### config.mk
export PLATFORM = sky130hd
export DESIGN_NAME = pipe_stage_skid
export DESIGN_NICKNAME = d
export VERILOG_FILES = /design/src/rtl/pipe_stage_skid.sv
export SDC_FILE = /design/constraint.sdc
export NUM_CORES = 1
export LEC_CHECK = 0
export BUFFER_PORTS_ARGS = -buffer_cell sky130_fd_sc_hd__buf_2
export CAP_MARGIN = 20
export CORE_MARGIN = 8
export CORE_UTILIZATION = 55
export DETAILED_ROUTE_END_ITERATION = 8
export GPL_TIMING_DRIVEN = 0
export PLACE_DENSITY = 0.78
export SETUP_SLACK_MARGIN = 0.2
export SYNTH_ARGS = -nofsm -noshare
export SYNTH_HDL_FRONTEND = slang
export SYNTH_SLANG_ARGS = --single-unit
### constraint.sdc
create_clock -name CLK -period 2.35 [get_ports CLK]
set_clock_uncertainty 0.15 [all_clocks]
set_input_delay 0.3525 -clock CLK [delete_from_list [all_inputs] [get_ports CLK]]
set_output_delay 0.3525 -clock CLK [all_outputs]
set_load 0.005 [all_outputs]
### src/rtl/pipe_stage_skid.sv
// Flow-controlled pipeline stage register with a two-entry skid buffer, synchronous flush,
// control gating on invalid stages and a saturating stall counter.
module pipe_stage_skid #(
  parameter int unsigned CTRL_W = 16,
  parameter int unsigned DATA_W = 160,
  parameter int unsigned CNT_W  = 16
) (
  input  logic              CLK,
  input  logic              RST_N,
  input  logic              CLR,
  input  logic              in_valid,
  output logic              in_ready,
  input  logic [CTRL_W-1:0] in_ctrl,
  input  logic [DATA_W-1:0] in_data,
  output logic              out_valid,
  input  logic              out_ready,
  output logic [CTRL_W-1:0] out_ctrl,
  output logic [DATA_W-1:0] out_data,
  output logic [CNT_W-1:0]  stall_cnt
);

  localparam logic [CNT_W-1:0] CntMax = '1;

  logic              main_valid_q, main_valid_d;
  logic [CTRL_W-1:0] main_ctrl_q, main_ctrl_d;
  logic [DATA_W-1:0] main_data_q, main_data_d;
  logic              skid_valid_q, skid_valid_d;
  logic [CTRL_W-1:0] skid_ctrl_q, skid_ctrl_d;
  logic [DATA_W-1:0] skid_data_q, skid_data_d;
  logic [CNT_W-1:0]  stall_cnt_q, stall_cnt_d;

  logic in_fire;
  logic out_fire;

  // in_ready comes straight from a flop, so out_ready never reaches it combinationally.
  assign in_ready  = ~skid_valid_q;
  assign out_valid = main_valid_q;
  assign out_ctrl  = main_ctrl_q & {CTRL_W{main_valid_q}};
  assign out_data  = main_data_q;
  assign stall_cnt = stall_cnt_q;

  assign in_fire  = in_valid & in_ready;
  assign out_fire = main_valid_q & out_ready;

  always_comb begin
    main_valid_d = main_valid_q;
    main_ctrl_d  = main_ctrl_q;
    main_data_d  = main_data_q;
    skid_valid_d = skid_valid_q;
    skid_ctrl_d  = skid_ctrl_q;
    skid_data_d  = skid_data_q;

    if (CLR) begin
      main_valid_d = 1'b0;
      main_ctrl_d  = '0;
      main_data_d  = '0;
      skid_valid_d = 1'b0;
      skid_ctrl_d  = '0;
      skid_data_d  = '0;
    end else begin
      unique case ({main_valid_q, skid_valid_q})
        2'b00: begin
          if (in_fire) begin
            main_valid_d = 1'b1;
            main_ctrl_d  = in_ctrl;
            main_data_d  = in_data;
          end
        end
        2'b10: begin
          if (out_fire && in_fire) begin
            main_ctrl_d = in_ctrl;
            main_data_d = in_data;
          end else if (out_fire) begin
            main_valid_d = 1'b0;
          end else if (in_fire) begin
            skid_valid_d = 1'b1;
            skid_ctrl_d  = in_ctrl;
            skid_data_d  = in_data;
          end
        end
        2'b11: begin
          if (out_fire) begin
            main_ctrl_d  = skid_ctrl_q;
            main_data_d  = skid_data_q;
            skid_valid_d = 1'b0;
          end
        end
        default: begin
          // Skid-only occupancy is unreachable; fall back to empty.
          main_valid_d = 1'b0;
          skid_valid_d = 1'b0;
        end
      endcase
    end
  end

  always_comb begin
    stall_cnt_d = stall_cnt_q;
    if (main_valid_q && !out_ready && stall_cnt_q != CntMax) begin
      stall_cnt_d = stall_cnt_q + CNT_W'(1);
    end
  end

  always_ff @(posedge CLK or negedge RST_N) begin
    if (!RST_N) begin
      main_valid_q <= 1'b0;
      main_ctrl_q  <= '0;
      main_data_q  <= '0;
      skid_valid_q <= 1'b0;
      skid_ctrl_q  <= '0;
      skid_data_q  <= '0;
      stall_cnt_q  <= '0;
    end else begin
      main_valid_q <= main_valid_d;
      main_ctrl_q  <= main_ctrl_d;
      main_data_q  <= main_data_d;
      skid_valid_q <= skid_valid_d;
      skid_ctrl_q  <= skid_ctrl_d;
      skid_data_q  <= skid_data_d;
      stall_cnt_q  <= stall_cnt_d;
    end
  end

endmodule

==> run_results.csv <==
group,metric,value,unit
timing,tns,0,ns
timing,fmax,468,MHz
clock_tree,cts_buffer_depth,3,
clock_tree,ctsRootBufferMaster,"clkbuf_16",
timing,timing.final.crit_period,2.14,ns
worst_setup_path,worstPathArrival,2.37,ns
power,pwr_density_cell,682,nW/um2
worst_setup_path,crit_required,2.58,ns
floorplan,die_w,192,um
cells_and_area,nets,2429,
timing,tightest_slew,0.873,ns
worst_hold_path,min-delay-start,"out_ready",
placement,portBuffers,374,
clock_tree,htree_levels,2,
yosys,synth-edff-count,0,
worst_setup_path,r2r-end,"out_data[158]$_DFFE_PN0P_",
power,ir_drop,527,uV
clock_tree,cts_tree,"yes",
yosys,yosysMostFrequentCell,"nand2_1",
yosys,ys_warn_count,0,
timing,rsz0062_at_grt,"yes",
cells_and_area,synthToLayoutAreaGrowth,33.3,%
routing,drtAntennaViolNets,0,
cells_and_area,layout-drive-gt1-share,28.2,%
global_routing,grt_pass1_vias,15900,
worst_setup_path,regToRegSetupSlack,0.26,ns
floorplan,ios,375,
global_routing,grt_overflow,0,
yosys,avgSynthCellArea,10.3,um2
worst_setup_path,ff2ff_path_depth,7,
worst_setup_path,reg2reg_from,"skid_valid_q$_DFFE_PN0P_",
yosys,ys_seq_area_share,54.3,%
floorplan,rows,64,
yosys,synth_ff_type,"dfrtp_1",
clock_tree,cts_buffers,41,
routing,drt-initial-drc-count,982,
floorplan,die_y,192,um
worst_setup_path,crit_type,"in -> reg",
worst_setup_path,crit_path_start_kind,"primary input",
yosys,synth_commonest_cells,"533 x nand2_1, 370 x dfrtp_1, 180 x a21oi_1",
yosys,synthTopCellsByArea,"dfrtp_1 54%, nand2_1 12%, mux2i_1 10%",
routing,dr.pass1.iters,5,
routing,vias_per_cell,5.68,
floorplan,die_area,36900,um2
power,p_leak,11.8,nW
yosys,syn_nets,1830,
placement,gp_congestion,0.842,
timing,relSlewSlack,41.8,%
yosys,async_flop_share,100,%
global_routing,grt_max_degree,119,
clock_tree,cts_num_sinks,370,
routing,dr_total_vias,15200,
worst_hold_path,hold_depth,4,
routing,wl_per_cell,20.7,um
global_routing,grt_first_pass_wirelength,85900,um
timing,maxSlewViolCount,0,
routing,remaining_drc_errors,0,
yosys,ys_ff_latch,370,
worst_setup_path,cp_max_fo,10,
worst_hold_path,hold_path.class,"in -> reg",
run,cap_violations,0,
yosys,synth_top_area_share,54.3,%
timing,finalHoldViolCount,0,
yosys,syn_area,17100,um2
floorplan,initial_core_util,55.7,%
placement,dp_hpwl,36400,um
run_status,outcome,"complete, no violations",
cells_and_area,num-fill-cells,2030,
worst_hold_path,hold_end,"stall_cnt[6]$_DFFE_PN0P_",
floorplan,coreArea,30600,um2
timing,fin_crit_sh,90.9,%
worst_setup_path,cp-end-kind,"flop",
routing,routed_wl,55400,um
cells_and_area,post-route-util,74.3,%
yosys,synth_cells,1648,
clock_tree,worstSkewPairLatency,0.52,ns
global_routing,track_usage,29.2,%
yosys,yosysTopAreaCell,"dfrtp_1",
clock_tree,path_clk_slew,0.06,ns
timing,finalSetupViolCount,0,
global_routing,antenna_found_initial,6,
yosys,synth.distinct_cells,41,
==> cells in the final DEF, fill, tap and decap left out, types with 43 or more instances in the layout <==
| master | instances |
|---|---|
| a21oi_1 | 180 |
| buf_2 | 411 |
| o31ai_2 | 100 |
| clkbuf_1 | 55 |
| nand2_1 | 533 |
| o31ai_1 | 76 |
| dlygate4sd3_1 | 178 |
| clkbuf_16 | 43 |
| mux2i_1 | 177 |
| dfrtp_1 | 369 |
==> layout make-up <==
cell class	count	area [um2]	share of cell area [%]
flip-flops and latches	370	9260	40.7
multi-input cells	1139	7070	31.1
repair buffers	556	3750	16.5
clock buffers	58	1220	5.38
plain buffers	137	790	3.47
well taps	396	495	2.18
clock inverters	12	116	0.512
diodes	8	20.0	0.0881
inverters	2	7.51	0.0330
==> sequential cells by signal, summed over array words and instances (netlist names) <==
signal,count
out_data,160
skid_valid_q,1
out_valid,1
main_ctrl_q,16
skid_ctrl_q,16
stall_cnt,16
skid_data_q,160
==> metal layers <==
| metal | wire length [um] | vias to the layer above | share of wire, % | GRT usage (%) |
|---|---|---|---|---|
| met2 | 27100 | 705 | 49 | 48.9 |
| met4 | 2890 | 0 | 5.2 | 14.0 |
| met3 | 4010 | 187 | 7.2 | 5.28 |
| met5 | 0 | - | 0 | 0 |
| met1 | 21400 | 7451 | 39 | 36.2 |
| li1 | - | 6866 | - | - |
==> worst max-delay path: stages <==
cell and delay [ns]:
dlygate4sd3_1 0.56, buf_2 0.16, mux2_1 0.30, a21oi_2 0.16, buf_6 0.19, buf_6 0.19
clkbuf_4 0.22, nand2_1 0.09, o31ai_1 0.11
==> report_power, final <==
group	leakage [nW]	switching, mW	internal, mW	total (mW)
clock	0.666	2.56	3.83	6.38
combinational	6.13	1.20	0.940	2.13
sequential	4.96	0.258	6.74	6.99
total	11.8	4.01	11.5	15.5
==> per-stage QoR <==
| step | power (mW) | hold slack [ns] | instances | cell area (um2) | setup WS, ns |
|---|---|---|---|---|---|
| 2_1_floorplan | 7.95 | -0.0931 | 1648 | 17100 | 0.661 |
| 3_3_place_gp | 8.85 | 0.306 | 2418 | 19400 | -6.38 |
| 3_5_place_dp | 8.93 | 0.101 | 2421 | 19500 | -0.407 |
| 4_1_cts | 15.5 | 0.0635 | 2669 | 22700 | 0.185 |
| 5_1_grt | 16.1 | 0.132 | 2676 | 22700 | 0.187 |
| 6_report | 15.5 | 0.108 | 2678 | 22700 | 0.215 |
==> how the worst max path moves through the flow <==
stage | slack [ns] | endpoint | from
after detailed placement | -0.41 | skid_data_q[96]$_DFFE_PN0P_ | CLR
after CTS | 0.18 | out_ctrl[12] | out_valid$_DFFE_PN0P_
final | 0.21 | out_data[158]$_DFFE_PN0P_ | in_valid
after global routing | 0.19 | out_valid$_DFFE_PN0P_ | RST_N
after global placement | -6.38 | out_data[68]$_DFFE_PN0P_ | RST_N
after floorplan | 0.66 | main_ctrl_q[10]$_DFFE_PN0P_ | skid_valid_q$_DFFE_PN0P_
==> cell families (layout without fill, tap and decap cells) <==
logic type / after synthesis / count (layout) / synth area share (%)
mux: 179 / 179 / 10.5
flops: 370 / 370 / 54.3
simple gates: 587 / 587 / 14.0
xor+xnor: 11 / 11 / 0.565
other cells: 0 / 8 / 0
compound gates: 361 / 361 / 16.2
buf+inv: 139 / 765 / 4.37
fa+ha+maj: 1 / 1 / 0.0734
==> what timing repair did <==
action                                  4_1_cts  5_1_grt
endpoints found under the setup margin      172      224
hold endpoints to repair                    217        0
resized for setup                            10       24
buffers inserted                              0        1
pin swaps                                     0        1
hold buffers                                178        0
No activity file was read; power rests on OpenSTA's default activity.
